[config.mk]
export PLATFORM = sky130hd
export DESIGN_NAME = memory_access_ctrl
export DESIGN_NICKNAME = d
export VERILOG_FILES = /design/src/rtl/memory_access_ctrl.sv
export SDC_FILE = /design/constraint.sdc
export NUM_CORES = 1
export LEC_CHECK = 0
export BUFFER_PORTS_ARGS = -buffer_cell sky130_fd_sc_hd__buf_2
export CAP_MARGIN = 20
export CORE_MARGIN = 2
export CORE_UTILIZATION = 32
export CTS_CLUSTER_DIAMETER = 150
export DETAILED_ROUTE_END_ITERATION = 16
export RECOVER_POWER = 100
export SYNTH_ARGS = -nofsm -noshare
export SYNTH_HDL_FRONTEND = slang
export SYNTH_SLANG_ARGS = --single-unit
[constraint.sdc]
create_clock -name clk -period 1.6 [get_ports clk]
set_input_delay 0.16 -clock clk [delete_from_list [all_inputs] [get_ports clk]]
set_output_delay 0.16 -clock clk [all_outputs]
set_load 0.05 [all_outputs]
[src/rtl/memory_access_ctrl.sv]
`default_nettype none
// ============================================================================
// Module      : memory_access_ctrl
// Description : Host-side initiator for the 8x8 latch-bitcell memory. Takes
//               single-word read/write requests over a valid/ready handshake,
//               sequences op/select/address/in_bus through setup, strobe and
//               hold phases, and returns a response over a second handshake.
// Revision    : 1.0 - initial release
// ----------------------------------------------------------------------------
// Ports:
//   clk         in   system clock, rising edge
//   rst_n       in   asynchronous active-low reset
//   req_valid   in   request present
//   req_ready   out  controller can accept a request (IDLE decode)
//   req_write   in   1 = write, 0 = read
//   req_addr    in   word address
//   req_wdata   in   write data
//   rsp_valid   out  response present
//   rsp_ready   in   host accepts response
//   rsp_write   out  echo of req_write for this response
//   rsp_rdata   out  read data (0 for writes)
//   mem_op      out  memory op: 1 = write, 0 = read
//   mem_select  out  memory select strobe
//   mem_address out  memory address
//   mem_in_bus  out  memory write data
//   mem_out_bus in   memory read data
// ============================================================================
module memory_access_ctrl #(
  parameter int ADDR_W     = 3,
  parameter int DATA_W     = 8,
  parameter int SETUP_CYC  = 1,
  parameter int STROBE_CYC = 1
) (
  input  logic              clk,
  input  logic              rst_n,
  input  logic              req_valid,
  output logic              req_ready,
  input  logic              req_write,
  input  logic [ADDR_W-1:0] req_addr,
  input  logic [DATA_W-1:0] req_wdata,
  output logic              rsp_valid,
  input  logic              rsp_ready,
  output logic              rsp_write,
  output logic [DATA_W-1:0] rsp_rdata,
  output logic              mem_op,
  output logic              mem_select,
  output logic [ADDR_W-1:0] mem_address,
  output logic [DATA_W-1:0] mem_in_bus,
  input  logic [DATA_W-1:0] mem_out_bus
);

  localparam int MAX_CYC = (SETUP_CYC > STROBE_CYC) ? SETUP_CYC : STROBE_CYC;
  localparam int CNT_W   = (MAX_CYC > 1) ? $clog2(MAX_CYC) : 1;

  typedef enum logic [2:0] {
    IDLE   = 3'd0,
    SETUP  = 3'd1,
    STROBE = 3'd2,
    HOLD   = 3'd3,
    RESP   = 3'd4
  } state_t;

  state_t           state;
  state_t           state_nxt;
  logic [CNT_W-1:0] cnt;
  logic             setup_done;
  logic             strobe_done;

  // The counter holds the number of cycles already spent in the current
  // phase, so the phase ends when it reaches its length minus one.
  assign setup_done  = (cnt == CNT_W'(SETUP_CYC - 1));
  assign strobe_done = (cnt == CNT_W'(STROBE_CYC - 1));

  // Only IDLE accepts requests; decoding from the state register keeps the
  // request side free of any input-to-output combinational path.
  assign req_ready = (state == IDLE);

  always_comb begin
    state_nxt = state;
    case (state)
      IDLE:    if (req_valid)   state_nxt = SETUP;
      SETUP:   if (setup_done)  state_nxt = STROBE;
      STROBE:  if (strobe_done) state_nxt = HOLD;
      HOLD:                     state_nxt = RESP;
      RESP:    if (rsp_ready)   state_nxt = IDLE;
      default:                  state_nxt = IDLE;
    endcase
  end

  always_ff @(posedge clk or negedge rst_n) begin
    if (!rst_n) begin
      state       <= IDLE;
      cnt         <= '0;
      rsp_valid   <= 1'b0;
      rsp_write   <= 1'b0;
      rsp_rdata   <= '0;
      mem_op      <= 1'b0;
      mem_select  <= 1'b0;
      mem_address <= '0;
      mem_in_bus  <= '0;
    end else begin
      state <= state_nxt;

      // Counter restarts on every phase change; it only advances in the
      // timed phases so it cannot wrap while parked in IDLE or RESP.
      if (state_nxt != state) begin
        cnt <= '0;
      end else if (state == SETUP || state == STROBE) begin
        cnt <= cnt + 1'b1;
      end

      // Select and response-valid are registered versions of the next
      // state, so they rise and fall exactly on the phase boundaries.
      mem_select <= (state_nxt == STROBE);
      rsp_valid  <= (state_nxt == RESP);

      // Memory-side command is captured only at the accept edge and then
      // held through setup, strobe, hold and the response phase.
      if (state == IDLE && req_valid) begin
        mem_op      <= req_write;
        rsp_write   <= req_write;
        mem_address <= req_addr;
        mem_in_bus  <= req_write ? req_wdata : '0;
      end

      // Read data is sampled at the edge that closes the strobe window,
      // while the wordcell is still selected and driving out_bus.
      if (state == STROBE && strobe_done) begin
        rsp_rdata <= mem_op ? '0 : mem_out_bus;
      end
    end
  end

endmodule
`default_nettype wire

* Yosys cells after proc, flatten, opt, wreduce, memory -nomap -nowiden
Cells that the tools add are included.
** Storage, ports and cells
- Bits in registers :: 26
- Memory bits (writable) :: 0
- Bits in latches :: 0
- ROM bits :: 0
- Output and inout bits :: 24
- Logic and storage cells :: 31
- Memories :: 0
** Operators by class
- Eq/ne operators :: 7
- Shift-type cells :: 0
- Bitwise operators :: 1
- Multiply operators :: 0
- Add/subtract/negate cells :: 1
- Magnitude comparators :: 0
- Div/mod/pow operators :: 0
- Reductions and logical operators :: 5
- Mux-type cells :: 9
** Operator list (count)
- 8-bit two-way mux :: 2
- 3-bit case mux with 5 select lines :: 1
- 3-bit two-way mux :: 4
- 3-bit by 2-bit equality test with 1-bit output, second input constant :: 3
- 3-bit equality test, second input constant :: 2
- 3-bit by 1-bit equality test with 1-bit output, second input constant :: 1
- 3-bit logical NOT :: 1
- 3-bit inequality test :: 1
- 1-bit logical AND :: 2
- 1-bit two-way mux :: 2
- 2-bit nonzero test :: 1
- 1-bit adder, second input constant :: 1
- 1-bit logical OR :: 1
- 1-bit NOT :: 1

* Logic depth before layout (Yosys ltp)
Gate-level depths: netlist (run 1).
- Depth in word-level cells :: 4
- Gate-level depth with buffers :: 4
- Mapped depth without buffers :: 2

* Least setup slack after synthesis (run 1)
Ideal clock, no wire load.
- Kind :: register to output
- Start point :: register state[1]
- End point :: output req_ready
- Cell stages (with the launch flop) :: 3
- Path slack :: -0.195 ns
- Arrival :: 1.635 ns
- Data required time :: 1.440 ns
- Cells stage by stage :: dfrtp_1 buf_4 nor3_1
** On the way
- Word-level cells in the longest chain between the ends :: 1
** Ends and longest elaborated chain
- from (decl) :: line 63 : state_t state;
- from (signal assigned) :: line 102 : state <= state_nxt;
- 3-bit logical NOT :: line 76 : assign req_ready = (state == IDLE);
- to (decl) :: line 37 : output logic req_ready,
No other way between the ends.

* Final worst setup path (run 1)
- Start point :: register state[1]
- End point :: register rsp_valid
** On the way
- Word-level cells in the longest chain between the ends :: 3
** Ends and longest elaborated chain
- 3-bit equality test (tied with other cells) :: line 80 : case (state)
- 3-bit case mux with 5 select lines (*) :: line 80
- 3-bit equality test (*) :: line 115 : rsp_valid <= (state_nxt == RESP);
- to (signal assigned) :: line 115
- to (decl) :: line 41 : output logic rsp_valid,
Every way passes the cells marked *; elsewhere a longest branch is shown, timed or not.
A chain may end at the register's enable or synchronous reset.

==> results of run 1 <==
timing repair:
action,4_1_cts,5_1_grt
endpoints found under the setup margin,1,1
hold buffers,1,0
resized for setup,1,1
endpoints found under the hold margin,26,0
pin swaps,0,0
per-stage QoR:
stage,cells,setup WS [ps]
floorplan,94,65.62
global placement,186,169.9
detailed placement,186,110.0
CTS,191,53.71
global route,191,13.83
finish,191,84.07
power groups by stage:
stage          registers [mW]  clock network, mW  logic (mW)
2_1_floorplan            1.91                  0       0.808
3_3_place_gp             1.14                  0        2.01
3_5_place_dp             1.15                  0        2.05
4_1_cts                  1.14              0.344        2.06
5_1_grt                  1.19              0.378        2.07
6_report                 1.14              0.330        1.95
routing by layer:
layer | global-route usage [%] | share of wire, % | wire length, um | up-vias
li1 | - | - | - | 414
met1 | 14.03 | 45 | 994 | 392
met2 | 20.18 | 47 | 1040 | 34
met3 | 2.289 | 6.3 | 140 | 4
met4 | 5.585 | 1.7 | 37 | 0
met5 | 0 | 0 | 0 | -
cell families (layout without fill, tap and decap cells):
group                  count (synthesis)  after routing
AO/OA/AOI/OAI                          5              5
buffers and inverters                 14             65
flip-flops                            26             26
multiplexers                          21             21
AND/OR/NAND/NOR                       28             28
cell usage in the layout (no fill, tap or decap):
| master | Yosys | layout |
|---|---|---|
| clkbuf_8 | 0 | 1 |
| nor4b_4 | 2 | 2 |
| nor3_2 | 0 | 1 |
| clkbuf_1 | 0 | 21 |
| nor2_1 | 1 | 1 |
| nand2_1 | 9 | 9 |
| buf_4 | 4 | 3 |
| mux2_2 | 12 | 12 |
| a21oi_1 | 2 | 2 |
| o21ai_0 | 2 | 2 |
| or4b_2 | 1 | 1 |
| buf_2 | 1 | 22 |
| clkbuf_2 | 0 | 5 |
| clkbuf_4 | 0 | 3 |
| nor2b_1 | 9 | 9 |
| or3b_2 | 1 | 1 |
| dfrtp_2 | 0 | 1 |
| nor3_1 | 2 | 1 |
| mux2i_1 | 9 | 9 |
| nand2b_1 | 1 | 1 |
| a2111oi_0 | 1 | 1 |
| dlygate4sd3_1 | 0 | 1 |
| nand3b_1 | 1 | 1 |
| and3_1 | 1 | 1 |
| inv_1 | 8 | 8 |
| buf_12 | 0 | 1 |
| dfrtp_1 | 26 | 25 |
cell type report:
class / count / area share (%)
Sequential cell: 26 / 43.71
Multi-Input combinational cell: 54 / 30.12
Timing Repair Buffer: 53 / 17.87
Tap cell: 46 / 3.859
Clock buffer: 4 / 2.433
Inverter: 8 / 2.013
worst max-delay path, delay by kind of cell (launching register included):
kind / cells / cell delay [ps]
AOI/OAI and AO/OA: 1 / 120
and+or+nand+nor: 1 / 650
DFF: 1 / 480
buffers and inverters: 1 / 190
worst paths after layout:
path,startpoint,end,depth (start not counted)
min reg2reg,rsp_rdata[6]$_DFFE_PN0P_,rsp_rdata[6]$_DFFE_PN0P_,1
max in group asynchronous,rst_n,state[2]$_DFF_PN0_,2
min in group asynchronous,rst_n,rsp_rdata[7]$_DFFE_PN0P_,2
max reg2reg,state[1]$_DFF_PN0_,rsp_valid$_DFF_PN0_,3
min,req_addr[1],mem_address[1]$_DFFE_PN0P_,2
max,state[1]$_DFF_PN0_,rsp_valid$_DFF_PN0_,3
registers in the layout (all words and copies together) (netlist names):
signal	count
cnt	1
mem_address	3
mem_in_bus	8
mem_op	1
mem_select	1
rsp_rdata	8
rsp_valid	1
state	3
==> flow_summary_export.csv, run 1 <==
group,metric,value,unit
sta,fin_crit_sh,94.75,%
drt,wl_per_cell,11.59,um
synth,synth_cells,94,
worst_setup_path,worst_path_max_delay_cell,"or4b_2",
sta,relSlewSlack,57.91,%
status,status,"complete, no violations",
global_routing,grt_start_max_net_pins,27,
placed_design,dp_hpwl,1.664,mm
global_routing,grt_pass1_vias,853,
synth,post_synth_xor_area_fraction,0,%
placed_design,place_area,1473,um^2
worst_setup_path,end_kind,"register",
worst_setup_path,critPathKind,"register to register",
synth,yosys_warnings,0,
drt,ant_nets,0,
synth,synth_edf_count,0,
synth,muxShareOfSynthArea,19.35,%
sta,worst_hold_slack,56.58,ps
drt,wirelength,2.213,mm
pwr,comb_power_share,57.0,%
synth,synth.most_common_cell,"dfrtp_1",
worst_setup_path,crit_required,1840,ps
synth,synth_top_family_by_area,"multiplexers",
sta,rsz0062_at_grt,"no",
floorplan,coreArea,3416,um^2
final_layout,antennaDiodeCount,0,
run,maxCapViolations,0,
final_layout,ff_latch_area,651.9,um^2
clocking,clk_latency,320,ps
worst_setup_path,reg2reg_slack,80,ps
global_routing,grt_pass1_wl,3.753,mm
global_routing,grt_antenna_before_repair,0,
clocking,cts_tree,"done",
floorplan,die_area,4134,um^2
final_layout,design_area,1491,um^2
clocking,clockBufferDepth,2,
synth,synth-seq-area-share,55.91,%
final_layout,multi_input_comb_area,449.2,um^2
pwr,p_leak,0.6966,nW
floorplan,floorplan.initialDensity,34.07,%
synth,yosys-top-cells-count,"dfrtp_1 (26), mux2_2 (12), mux2i_1 (9), nand2_1 (9), nor2b_1 (9)",
clocking,cts.reportedPaths.clkPinSlew,130,ps
clocking,cts_sinks,26,
synth,synth_top_cell_area_share,55.91,%
global_routing,track_usage,11.74,%
synth,syn_area,1164,um^2
synth,synth-main-ff-cell,"dfrtp_1",
pwr,p_total,3.426,mW
drt,route.vias.total,844,
sta,finalCriticalPeriod,1516,ps
drt,drt_iter0_markers,20,
synth,synth-seq-cells,26,
clocking,cts_made_buffers,3,
pwr,seqPwrFrac,33.4,%
placed_design,gp_congestion,0.6764,
worst_hold_path,hp-class,"input port to register",
floorplan,die_w,64.30,um
clocking,post_cts_buffers,0,
sta,tns,0,ps
worst_setup_path,crit_arrival,1760,ps
floorplan,die_y,64.30,um
pwr,p_sw_share,51.56,%
worst_setup_path,start_kind,"register",
pwr,powerDensity,2297,nW/um^2
pwr,p_switching,1.766,mW
global_routing,grt-ovfl-total,0,
drt,dr.pass1.iters,2,
synth,async_flop_share,100.0,%
synth,synth-simple-area-share,16.34,%
drt,vias_per_cell,4.419,
final_layout,area_delta_synth_final,28.17,%
worst_setup_path,critPathMaxFanout,6,
synth,synthAdderAreaFrac,0,%
final_layout,drive_gt1_share,36.55,%
placed_design,numPortBuffers,47,
final_layout,fillers,352,
final_layout,finalNetCount,170,
pwr,peakVddDrop,0.7871,mV
synth,syn-mean-instance-area,12.38,um^2
floorplan,pin_count,48,
sta,slew_viol_final,0,
floorplan,num_rows,21,
sta,setup_viol,0,
final_layout,final_core_util,43.66,%
synth,synth.area.top_cells,"dfrtp_1 (56%), mux2_2 (12%), mux2i_1 (7.7%), nor2b_1 (4.8%), nor4b_4 (4.1%)",
worst_setup_path,worstPathCellList,"buf_4 > or4b_2 > o21ai_0",
sta,worstMarginPinSlew,631.4,ps
sta,fin_skew,1.705,ps
clocking,cts-root-buf,"clkbuf_4",
pwr,p_int,1.660,mW
synth,postSynthNetCount,118,
worst_setup_path,max_stage_delay,650,ps
synth,yosysTopAreaCell,"dfrtp_1",
sta,finalHoldViolCount,0,
pwr,power_frac_clock,9.6,%
synth,synth_cell_type_count,20,
drt,drc,0,
sta,max_freq,659.7,MHz
synth,synth_compound_area_share,2.473,%
clocking,cts-htree-levels,1,
Power figures use the tool's default switching activity.
==> run 2, diff against run 1 <==
==> constraint.sdc (replaced) <==
create_clock -name clk -period 1.5 [get_ports clk]
set_input_delay 0.3 -clock clk [delete_from_list [all_inputs] [get_ports clk]]
set_output_delay 0.3 -clock clk [all_outputs]
set_load 0.05 [all_outputs]
==> run 2 against run 1 <==
The run now ends with negative setup slack left. First-iteration DRC count is 80% higher. Critical path type is now register to primary output. Flip-flop and latch count is the same. Largest power group unchanged. Worst setup slack got worse by 94 ps. Critical path depth is the same. Hold slack better by 160 ps. Core utilization grew 4.1 points. Largest cell class unchanged.
==> flow_summary_export.csv, run 2 (synthesized netlist as in run 1, its figures left out) <==
group,metric,value,unit
clocking,cts-htree-levels,1,
sta,fin_ws,-9.942,ps
worst_setup_path,crit_path_start,"state[2]$_DFF_PN0_",
sta,worstMarginPinSlew,654.0,ps
pwr,p_leak,0.8312,nW
global_routing,met3_usage,2.993,%
status,status,"complete, but fails checks",
final_layout,fillers,337,
floorplan,floorplan.initialDensity,34.07,%
global_routing,track_usage,11.84,%
worst_setup_path,critPathKind,"register to primary output",
clocking,clockBufferDepth,2,
worst_setup_path,critPathMaxFanout,2,
final_layout,area_delta_synth_final,40.11,%
drt,drc,0,
worst_setup_path,crit_arrival,1210,ps
clocking,clk_latency,310,ps
pwr,peakVddDrop,1.028,mV
clocking,cts-root-buf,"clkbuf_4",
drt,dr.pass1.iters,4,
sta,slew_viol_final,0,
worst_setup_path,crit_required,1200,ps
global_routing,met1_usage,15.34,%
sta,fin_skew,5.850,ps
placed_design,numPortBuffers,47,
pwr,powerDensity,2469,nW/um^2
worst_setup_path,end_kind,"primary output",
final_layout,layout_commonest_cell,"buf_2",
clocking,cts_sinks,26,
drt,vias_per_cell,4.480,
worst_setup_path,r2r_start,"state[0]$_DFF_PN0_",
drt,wl_per_cell,11.99,um
final_layout,drive_gt1_share,54.67,%
final_layout,mostFrequentLayoutCells,"buf_2 (45), dfrtp_1 (22), mux2_4 (11)",
clocking,cts_made_buffers,3,
floorplan,pin_count,48,
placed_design,dp_slack,-2.956,ps
global_routing,grt_use_met2,19.27,%
clocking,cts_tree,"done",
run,maxCapViolations,0,
worst_setup_path,crit_end,"req_ready",
sta,finalCriticalPeriod,1510,ps
worst_setup_path,reg2reg_to,"rsp_rdata[1]$_DFFE_PN0P_",
global_routing,grt-busiest-layer,"met2",
final_layout,finalNetCount,176,
sta,fin_crit_sh,100.7,%
worst_setup_path,reg2reg_slack,60,ps
global_routing,grt_pass1_vias,879,
sta,rsz0062_at_grt,"yes",
drt,wirelength,2.351,mm
floorplan,die_y,64.30,um
worst_hold_path,hp-class,"input port to register",
clocking,cts.reportedPaths.clkPinSlew,120,ps
worst_setup_path,start_kind,"register",
global_routing,grt_pass1_wl,3.815,mm
global_routing,grt_start_max_net_pins,27,
status,violations,"negative setup slack",
floorplan,coreArea,3416,um^2
global_routing,grt-ovfl-total,0,
floorplan,die_w,64.30,um
drt,ant_nets,0,
sta,relSlewSlack,56.40,%
placed_design,gp_congestion,0.6557,
drt,route.vias.total,878,
sta,finalHoldViolCount,0,
placed_design,dp_hpwl,1.639,mm
final_layout,antennaDiodeCount,0,
worst_setup_path,reg2reg_depth,4,
drt,drt_iter0_markers,36,
sta,max_freq,662.3,MHz
floorplan,die_area,4134,um^2
final_layout,reg_top3,"mem_in_bus (8), rsp_rdata (8)",
global_routing,grt_antenna_before_repair,0,
floorplan,num_rows,21,
sta,setup_viol,1,
sta,tns,-9.942,ps
run 2: cell count changes in the layout (fill, tap and decap cells not counted), moves of 2 or more:
cell	before	now
buf_2	22	45
clkbuf_1	21	0
mux2_2	12	1
mux2_4	0	11
buf_6	0	7
clkbuf_2	5	1
dfrtp_1	25	22
dfrtp_2	1	4
o21ai_0	2	0
o21ai_1	0	2
run 2: critical path, stage by stage, from the launching register on:
cell and delay [ps]:
dfrtp_2 430, buf_6 120, nor3_4 170, buf_6 180
run 2: how the worst min path moves through the flow:
stage | depth (start not counted) | slack [ps] | endpoint | startpoint
after floorplan | 0 | 4 | cnt$_DFFE_PN0P_ | rst_n
final | 2 | 220 | mem_address[0]$_DFFE_PN0P_ | req_addr[0]
after CTS | 2 | 200 | mem_address[1]$_DFFE_PN0P_ | req_addr[1]
after detailed placement | 1 | 340 | rsp_rdata[3]$_DFFE_PN0P_ | rst_n
after global placement | 1 | 330 | rsp_rdata[6]$_DFFE_PN0P_ | rst_n
after global routing | 3 | 180 | mem_in_bus[7]$_DFFE_PN0P_ | req_wdata[7]
run 2: per-layer routing:
layer,up-vias,wire length [um]
li1,423,-
met2,31,1103
met3,2,157
met1,422,1072
met4,0,18
met5,-,0
run 2: final cells by class:
class                           instances  area, um^2  share of cell area [%]
Clock buffer                            3       22.52                   1.381
Inverter                                8       30.03                   1.842
Multi-Input combinational cell         54       500.5                   30.70
Sequential cell                        26       655.6                   40.21
Tap cell                               46       57.56                   3.530
Timing Repair Buffer                   59       364.1                   22.33
run 2: repair_timing:
action	in CTS	in global routing
buffers inserted	5	1
pin swaps	1	2
endpoints found under the setup margin	4	19
endpoints found under the hold margin	26	0
resized for setup	10	19
hold buffers	1	0
run 2: through the flow:
step | hold WS, ps | util, % | area, um^2 | instances | total power [mW]
6_report | 218.4 | 47.73 | 1630 | 196 | 4.025
5_1_grt | 184.8 | 47.73 | 1630 | 196 | 4.257
4_1_cts | 202.6 | 45.53 | 1555 | 195 | 3.840
3_5_place_dp | 342.5 | 42.75 | 1460 | 186 | 3.372
3_3_place_gp | 329.9 | 42.75 | 1460 | 186 | 3.322
2_1_floorplan | 4.409 | - | 1172 | 94 | 2.905
run 2: where the power goes:
part           switching (mW)  leakage [nW]  internal [mW]
sequential              0.231         0.327           1.00
combinational            1.55         0.491          0.965
clock                   0.186        0.0138         0.0937
